--- config.mk ---
export PLATFORM = sky130hd
export DESIGN_NAME = ram_sdp_clr_bypass_flat
export DESIGN_NICKNAME = d
export VERILOG_FILES = /design/src/rtl/ram_sdp_clr_bypass_if.sv /design/src/rtl/ram_sdp_clr_bypass.sv /design/src/flat_wrapper.sv
export SDC_FILE = /design/constraint.sdc
export NUM_CORES = 2
export LEC_CHECK = 0
export ABC_AREA = 1
export CAP_MARGIN = 20
export CORE_ASPECT_RATIO = 1.4
export CORE_MARGIN = 2
export CORE_UTILIZATION = 57
export DETAILED_ROUTE_END_ITERATION = 8
export GPL_ROUTABILITY_DRIVEN = 0
export PLACE_DENSITY = 0.77
export RECOVER_POWER = 25
export SKIP_LAST_GASP = 1
export SYNTH_ARGS = -nofsm -noshare
export SYNTH_HDL_FRONTEND = slang
export SYNTH_SLANG_ARGS = --single-unit
--- constraint.sdc ---
create_clock -name clk -period 2.8 [get_ports clk]
set_clock_uncertainty 0.2 [all_clocks]
set_input_delay 0.7 -clock clk [delete_from_list [all_inputs] [get_ports clk]]
set_output_delay 0.7 -clock clk [all_outputs]
set_load 0.005 [all_outputs]
--- src/rtl/ram_sdp_clr_bypass_if.sv ---
// ram_sdp_clr_bypass_if: bus of ram_sdp_clr_bypass; master drives port A write (ena/wea/wbe/addra/dia) and port B read (enb/addrb), slave returns dob/dob_valid/init_done
interface ram_sdp_clr_bypass_if #(
  parameter int DWIDTH = 64,
  parameter int DEPTH = 32
);
  localparam int NBYTES = DWIDTH / 8;
  localparam int AWIDTH = (DEPTH > 1) ? $clog2(DEPTH) : 1;
  logic ena;
  logic wea;
  logic [NBYTES-1:0] wbe;
  logic [AWIDTH-1:0] addra;
  logic [DWIDTH-1:0] dia;
  logic enb;
  logic [AWIDTH-1:0] addrb;
  logic [DWIDTH-1:0] dob;
  logic dob_valid;
  logic init_done;
  modport master (
    output ena, wea, wbe, addra, dia, enb, addrb,
    input dob, dob_valid, init_done
  );
  modport slave (
    input ena, wea, wbe, addra, dia, enb, addrb,
    output dob, dob_valid, init_done
  );
endinterface

--- src/rtl/ram_sdp_clr_bypass.sv ---
// ram_sdp_clr_bypass: SDP RAM with byte enables, clear sweep, write-first bypass, optional output reg; ports clk, rst, bus (slave: port A write, port B read, dob/dob_valid/init_done)
module ram_sdp_clr_bypass #(
  parameter int DWIDTH = 64,
  parameter int DEPTH = 32,
  parameter bit OUT_REG = 1'b1,
  parameter logic [DWIDTH-1:0] INIT_VAL = '0
) (
  input logic clk,
  input logic rst,
  ram_sdp_clr_bypass_if.slave bus
);
  localparam int NBYTES = DWIDTH / 8;
  localparam int AWIDTH = (DEPTH > 1) ? $clog2(DEPTH) : 1;
  typedef enum logic {CLEAR, RUN} state_t;
  state_t state, state_nx;
  logic [AWIDTH-1:0] cnt, cnt_nx;
  logic [DWIDTH-1:0] mem [DEPTH];
  logic [DWIDTH-1:0] wmask, rdata, d1;
  logic a_ok, b_ok, we, re, v1, out_upd;
  if (DEPTH == 2 ** AWIDTH) begin : g_pow2
    assign a_ok = 1'b1;
    assign b_ok = 1'b1;
  end else begin : g_npow2
    assign a_ok = 32'(bus.addra) < $unsigned(DEPTH);
    assign b_ok = 32'(bus.addrb) < $unsigned(DEPTH);
  end
  for (genvar i = 0; i < NBYTES; i++) begin : g_mask
    assign wmask[8*i +: 8] = {8{bus.wbe[i]}};
  end
  assign bus.init_done = state == RUN;
  assign we = bus.ena & bus.wea & bus.init_done & a_ok;
  assign re = bus.enb & bus.init_done;
  assign out_upd = OUT_REG ? v1 : re;
  always_comb begin
    state_nx = (state == CLEAR && cnt == AWIDTH'(DEPTH - 1)) ? RUN : state;
    cnt_nx = (state == CLEAR) ? cnt + 1'b1 : cnt;
    rdata = !b_ok ? '0
          : (we && bus.addra == bus.addrb) ? (bus.dia & wmask) | (mem[bus.addrb] & ~wmask)
          : mem[bus.addrb];
  end
  always_ff @(posedge clk) begin
    if (state == CLEAR) mem[cnt] <= INIT_VAL;
    else if (we)
      for (int i = 0; i < NBYTES; i++)
        if (bus.wbe[i]) mem[bus.addra][8*i +: 8] <= bus.dia[8*i +: 8];
  end
  always_ff @(posedge clk) begin
    if (rst) begin
      state <= CLEAR;
      cnt <= '0;
      v1 <= 1'b0;
      d1 <= '0;
      bus.dob <= '0;
      bus.dob_valid <= 1'b0;
    end else begin
      state <= state_nx;
      cnt <= cnt_nx;
      v1 <= re;
      if (re) d1 <= rdata;
      bus.dob_valid <= out_upd;
      if (out_upd) bus.dob <= OUT_REG ? d1 : rdata;
    end
  end
endmodule
--- src/flat_wrapper.sv ---
// flat-port wrapper written by rule: the top's interface ports become plain ports
module ram_sdp_clr_bypass_flat 
#(
  parameter int DWIDTH = 64,
  parameter int DEPTH = 32,
  parameter bit OUT_REG = 1'b1,
  parameter logic [DWIDTH-1:0] INIT_VAL = '0
)
  (clk, rst, bus_ena, bus_wea, bus_wbe, bus_addra, bus_dia, bus_enb, bus_addrb, bus_dob, bus_dob_valid, bus_init_done);
  ram_sdp_clr_bypass_if #(.DWIDTH(DWIDTH), .DEPTH(DEPTH)) bus_i ();
  input logic clk;
  input logic rst;
  input wire logic [$bits(bus_i.ena)-1:0] bus_ena;
  input wire logic [$bits(bus_i.wea)-1:0] bus_wea;
  input wire logic [$bits(bus_i.wbe)-1:0] bus_wbe;
  input wire logic [$bits(bus_i.addra)-1:0] bus_addra;
  input wire logic [$bits(bus_i.dia)-1:0] bus_dia;
  input wire logic [$bits(bus_i.enb)-1:0] bus_enb;
  input wire logic [$bits(bus_i.addrb)-1:0] bus_addrb;
  output wire logic [$bits(bus_i.dob)-1:0] bus_dob;
  output wire logic [$bits(bus_i.dob_valid)-1:0] bus_dob_valid;
  output wire logic [$bits(bus_i.init_done)-1:0] bus_init_done;
  assign bus_i.ena = bus_ena;
  assign bus_i.wea = bus_wea;
  assign bus_i.wbe = bus_wbe;
  assign bus_i.addra = bus_addra;
  assign bus_i.dia = bus_dia;
  assign bus_i.enb = bus_enb;
  assign bus_i.addrb = bus_addrb;
  assign bus_dob = bus_i.dob;
  assign bus_dob_valid = bus_i.dob_valid;
  assign bus_init_done = bus_i.init_done;
  ram_sdp_clr_bypass #(.DWIDTH(DWIDTH), .DEPTH(DEPTH), .OUT_REG(OUT_REG), .INIT_VAL(INIT_VAL)) u_core (.clk(clk), .rst(rst), .bus(bus_i));
endmodule
# Word-level counts from Yosys, hierarchy flattened
# Memory sizes are Yosys's and may differ from the RTL's.
# Cells that the tools add are included.
dict set report op_classes {
  add_sub_neg 1
  n_eq_ne 2
  muxes 37
  bitwise 8
  n_reduce_logical 3
}
# operator count
set ops {}
lappend ops {{$and 64x64->64} 2}
lappend ops {{$mux 64} 2}
lappend ops {{$not 64->64} 1}
lappend ops {{$or 64x64->64} 1}
lappend ops {{$reduce_or 64->1} 1}
lappend ops {{$mux 1} 33}
lappend ops {{$mux 8} 1}
lappend ops {{$add 5x1->5 const B} 1}
lappend ops {{$eq 5x5->1} 1}
lappend ops {{$eq 5x5->1 const B} 1}
lappend ops {{$mux 5} 1}
lappend ops {{$and 1x1->1} 3}
lappend ops {{$logic_and 1x1->1} 2}
lappend ops {{$not 1->1} 1}
dict set report totals {
  ff_bits 136
  ramBits 2048
  inputBits 87
  output_inout_bits 66
  elab_cells 58
  memories 1
}
# name words width rd rd_ports_with_merged_regs write_ports line_no
set memory_table {}
lappend memory_table {u_core.mem 32 64 1 0 1 ram_sdp_clr_bypass.sv:17} ;# logic [DWIDTH-1:0] mem [DEPTH];

# Logic depth before layout (Yosys ltp)
dict set report logic_depth {
  ltp_word 7
  mapped_depth 14
  mapped_depth_nobuf 11
}

# Worst setup path before layout
# Ideal clock, no wire load.
dict set report synth_path {
  kind {input-to-reg}
  from {input bus_ena}
  to {memory u_core.mem[0][0] (enable)}
  arrival_time_ns 2.356
  path_slack_ns -0.139
  cell_stages 11
  path_buffers 2
  path_cell_list {nand3_4 > inv_4 > o21ai_1 > and2_4 > nand2_4 > buf_6 > nand2_1 > nand2_2 > nand2_4 > buf_6 > nor3_1}
}
dict set report synth_between {
  elab_chain_len 7
  word_cells_on_any_way 29
  cone_classes {mux (26); bitwise (2); reduce/logical (1)}
}
# element line_no
set synth_rtl {}
lappend synth_rtl {{start, declared} flat_wrapper.sv:13} ;# input wire logic [$bits(bus_i.ena)-1:0] bus_ena;
lappend synth_rtl {{$and 1x1->1 * (2 in a row)} ram_sdp_clr_bypass.sv:31} ;# assign we = bus.ena & bus.wea & bus.init_done & a_ok;
lappend synth_rtl {{$mux 1} ram_sdp_clr_bypass.sv:43} ;# else if (we)
lappend synth_rtl {{$mux 1} ram_sdp_clr_bypass.sv:42} ;# if (state == CLEAR) mem[cnt] <= INIT_VAL;
lappend synth_rtl {{$mux 1 (not written as such)} ram_sdp_clr_bypass.sv:45} ;# if (bus.wbe[i]) mem[bus.addra][8*i +: 8] <= bus.dia[8*i +: 8];
lappend synth_rtl {{$reduce_or 64->1 (no line)} --}
lappend synth_rtl {{$mux 5 (no line) / $mux 8 (equally long branches)} --}
lappend synth_rtl {{end, declared} ram_sdp_clr_bypass.sv:17}
# Mark *: on every way between the ends. The rest lies on a longest branch, timed or not.

# Worst setup path in the final report
dict set report layout_path {
  from {register u_core.state, in the netlist u_core.bus.init_done}
  to {memory u_core.mem[17][29] (enable)}
}
dict set report layout_between {
  elab_chain_len 6
  word_cells_on_any_way 29
  cone_classes {mux (27); bitwise (1); reduce/logical (1)}
}
# element line_no
set layout_rtl {}
lappend layout_rtl {{start, declared} ram_sdp_clr_bypass.sv:15} ;# state_t state, state_nx;
lappend layout_rtl {{start signal, assigned} ram_sdp_clr_bypass.sv:56} ;# state <= state_nx;
lappend layout_rtl {{$and 1x1->1} ram_sdp_clr_bypass.sv:31}
lappend layout_rtl {{$mux 1} ram_sdp_clr_bypass.sv:43}
lappend layout_rtl {{$mux 1} ram_sdp_clr_bypass.sv:42}
lappend layout_rtl {{$mux 1 (not written as such)} ram_sdp_clr_bypass.sv:45}
lappend layout_rtl {{$reduce_or 64->1 (no line)} --}
lappend layout_rtl {{$mux 5 (no line) / $mux 8 (equally long branches)} --}
# Parallel ways exist; a longest one is shown, timed or not.

==> flow_summary.yaml <==
detailed_routing:
  met1_length_um: 95800
  drtPass1Iterations: 9
  highest_layer: "met5"
  finalWirelength_um: 266000
  drc: 0
  num_vias: 71207
  drtIter0Drc: 9573
  wire_per_inst_um: 20.9
  dr_wl_met2_um: 127000
  wl_met3_um: 29300
  vias_per_cell: 5.60
  ant_nets: 0
yosys:
  synth_area_leaders: "edfxtp_1 64%, nand2_1 15%, inv_1 4.6%"
  synth_ff_type: "edfxtp_1"
  synth_edf_count: 2048
  ys_ff_latch: 2184
  synth_most_common_cell: "nand2_1"
  synth_area_um2: 96800
  syn_avg_cell_area_um2: 9.85
  yosys_warnings: 0
  synth_common_cells: "3905 x nand2_1, 2048 x edfxtp_1, 1186 x inv_1"
  synth_area_leader_cell: "edfxtp_1"
  syn-instance-count: 9837
  ys_seq_area_share_pct: 66.3
  synth_top_area_share_pct: 63.5
  async_reset_ff_share_pct: 0
  synth_fp_nets: 9926
  yosysUniqueCellTypes: 34
run_status:
  failed_checks: "setup timing"
  status: "finished with violations"
global_routing:
  grt_pass1_wl_um: 397000
  grt_max_degree: 104
  grt.overflow.total: 0
  grt_pass1_vias: 69941
  grt_use_total_pct: 30.0
  antenna_found_initial: 5
cts:
  cts_num_sinks: 2184
  clock_latency_ps: 850
  cts_buffers: 191
  postCtsHoldBufs: 0
  path_clk_slew_ps: 70
  htree_levels: 4
  root_buffer: "clkbuf_16"
  cts.path.max_buffers: 3
  cts_tree: "yes"
floorplan:
  num_rows: 179
  io_pins: 153
  initial_core_util_pct: 57.2
  dieArea_um2: 173000
  die_x_um: 352
  core_area_um2: 169000
  die_y_um: 492
sta:
  clock.fmax_ghz: 0.346
  setup_violations: 519
  hold_viol: 0
  holdWs_ps: 288
  setup_tns_ps: -16450
  rsz0062_at_grt: "true"
  slew_headroom_pct: 41.3
  layout_setup_ws_ps: -93.9
  drv_slew: 0
  tightestPinTransition_ps: 880
  finalCriticalPeriod_ps: 2890
  finalCritPeriodShare_pct: 103
placement:
  placed_cells: 12341
  dpl_worst_slack_ps: -906
  post-dp-hpwl_um: 166000
  port_buffers: 152
setup_path:
  crit_slowest_cell: "dfxtp_4"
  r2r_cells: 14
  cp_top_family: "buffers and inverters"
  crit_buf_inv: 6
  cp-start-kind: "flop"
  worstReg2RegEnd: "u_core.mem[17][29]$_DFFE_PP_"
  regToRegSetupSlack_ps: -90
  critical_path_class: "flop to flop"
  path_max_fanout: 8
  r2r-start: "u_core.bus.init_done$_SDFFE_PP0P_"
  slowest_delay_ps: 430
  crit_chain: "nand3_4 -> buf_12 -> clkinv_8 -> o21ai_2 -> and2_4 -> buf_12 -> nand2_8 -> nand2_4 -> nand2_4 -> buf_12 -> nand3_4 -> clkbuf_16 -> nor3_2 -> buf_6"
  cp_common_cell: "buf_12"
  cp.depth: 14
  worstPathRequired_ps: 3150
  cp-end-kind: "flop"
  arrival_ps: 3240
worst_hold_path:
  whs_path_depth: 2
  hold_path_class: "flop to flop"
  hold_end: "u_core.bus.dob[12]$_SDFFE_PP0P_"
  holdCritStartpoint: "u_core.d1[12]$_SDFFE_PP0P_"
finish:
  regArea_um2: 64200
  nFillCells: 11840
  multiInputGateArea_um2: 26100
  nets: 10376
  final_cells: 12719
  area_growth_pct: 17.4
  drive_gt1_share_pct: 13.1
pwr:
  powerDensity_nw_per_um2: 595
  p_leak_uw: 0.0494
  total_power_uw: 67700
  peakVddDrop_mv: 0.657
job:
  maxCapViolCount: 0
-- cell usage in the layout (no fill, tap or decap), types with 9 or more instances in the layout --
cell / count
clkbuf_1: 29
nand2_1: 3900
nor2_2: 66
nand3_1: 838
buf_4: 422
clkinvlp_4: 17
nand2_4: 14
buf_12: 212
clkinv_1: 26
nor3_2: 223
clkdlybuf4s50_1: 146
dfxtp_1: 134
clkinv_2: 39
bufinv_16: 27
nand3_4: 9
edfxtp_1: 2048
a21oi_1: 66
inv_1: 1183
nor3_4: 29
o21ai_0: 293
buf_6: 37
clkbuf_16: 196
inv_6: 10
nor2_1: 398
-- power breakdown --
group	internal [uW]	switching (uW)	leakage [uW]
logic	1540	3260	0.0277
clock network	15400	11900	0.00315
registers	35500	97.6	0.0185
-- worst register-to-register path, stage by stage (launching register included) --
cell and delay (ps):
dfxtp_4 430, nand3_4 120, buf_12 160, clkinv_8 80, o21ai_2 60, and2_4 200, buf_12 150, nand2_8 80
nand2_4 70, nand2_4 120, buf_12 120, nand3_4 180, clkbuf_16 290, nor3_2 160, buf_6 160
-- worst max-delay path by stage --
stage	startpoint	end	slack (ps)
global route	u_core.bus.init_done$_SDFFE_PP0P_	u_core.mem[18][27]$_DFFE_PP_	-120
global placement	bus_ena	u_core.mem[30][63]$_DFFE_PP_	-900
floorplan	bus_ena	u_core.mem[0][0]$_DFFE_PP_	-140
detailed placement	bus_ena	u_core.mem[29][14]$_DFFE_PP_	-910
finish	u_core.bus.init_done$_SDFFE_PP0P_	u_core.mem[17][29]$_DFFE_PP_	-90
CTS	u_core.bus.init_done$_SDFFE_PP0P_	u_core.mem[1][61]$_DFFE_PP_	-40
-- state kept, by name, indices dropped and copies added (netlist names) --
register,cells
u_core.bus.dob,64
u_core.d1,64
u_core.bus.dob_valid,1
u_core.bus.init_done,1
u_core.cnt,5
u_core.out_upd,1
u_core.mem,2048
-- logic make-up after synthesis --
| family | Yosys count | synth area share (%) |
|---|---|---|
| AO/OA/AOI/OAI | 374 | 1.94 |
| flip-flops | 2184 | 66.3 |
| adder cells (fa/ha/maj) | 2 | 0.0258 |
| buffers and inverters | 1765 | 7.38 |
| AND/OR/NAND/NOR | 5512 | 24.3 |
-- layout make-up --
class | instances | share of cell area [%]
timing repair buffer | 827 | 8.34
tap | 2262 | 2.49
multi-input combinational | 5890 | 23.0
antenna | 2 | 0.00440
sequential | 2184 | 56.5
clock buffer | 228 | 4.42
inverter | 1193 | 3.98
clock inverter | 133 | 1.31
-- through the flow --
step                util (%)  cell area [um^2]
floorplan                  -             96900
CTS                     66.8            113000
global placement        62.9            106000
global route            67.2            114000
finish                  67.2            114000
detailed placement      62.9            106000
-- what timing repair did --
action / in CTS / in global routing
buffers inserted: 1 / 9
gates resized for setup: 29 / 85
pin swaps: 5 / 15
setup endpoints to repair: 2049 / 2048
cloned: 1 / 6
hold endpoints to repair: 0 / 0
-- routing by layer --
metal,GRT usage [%],vias to the layer above
li1,-,32538
met1,37.3,33364
met2,50.0,4453
met3,6.56,848
met4,14.9,4
met5,0,-
No activity file was read; power rests on OpenSTA's default activity.
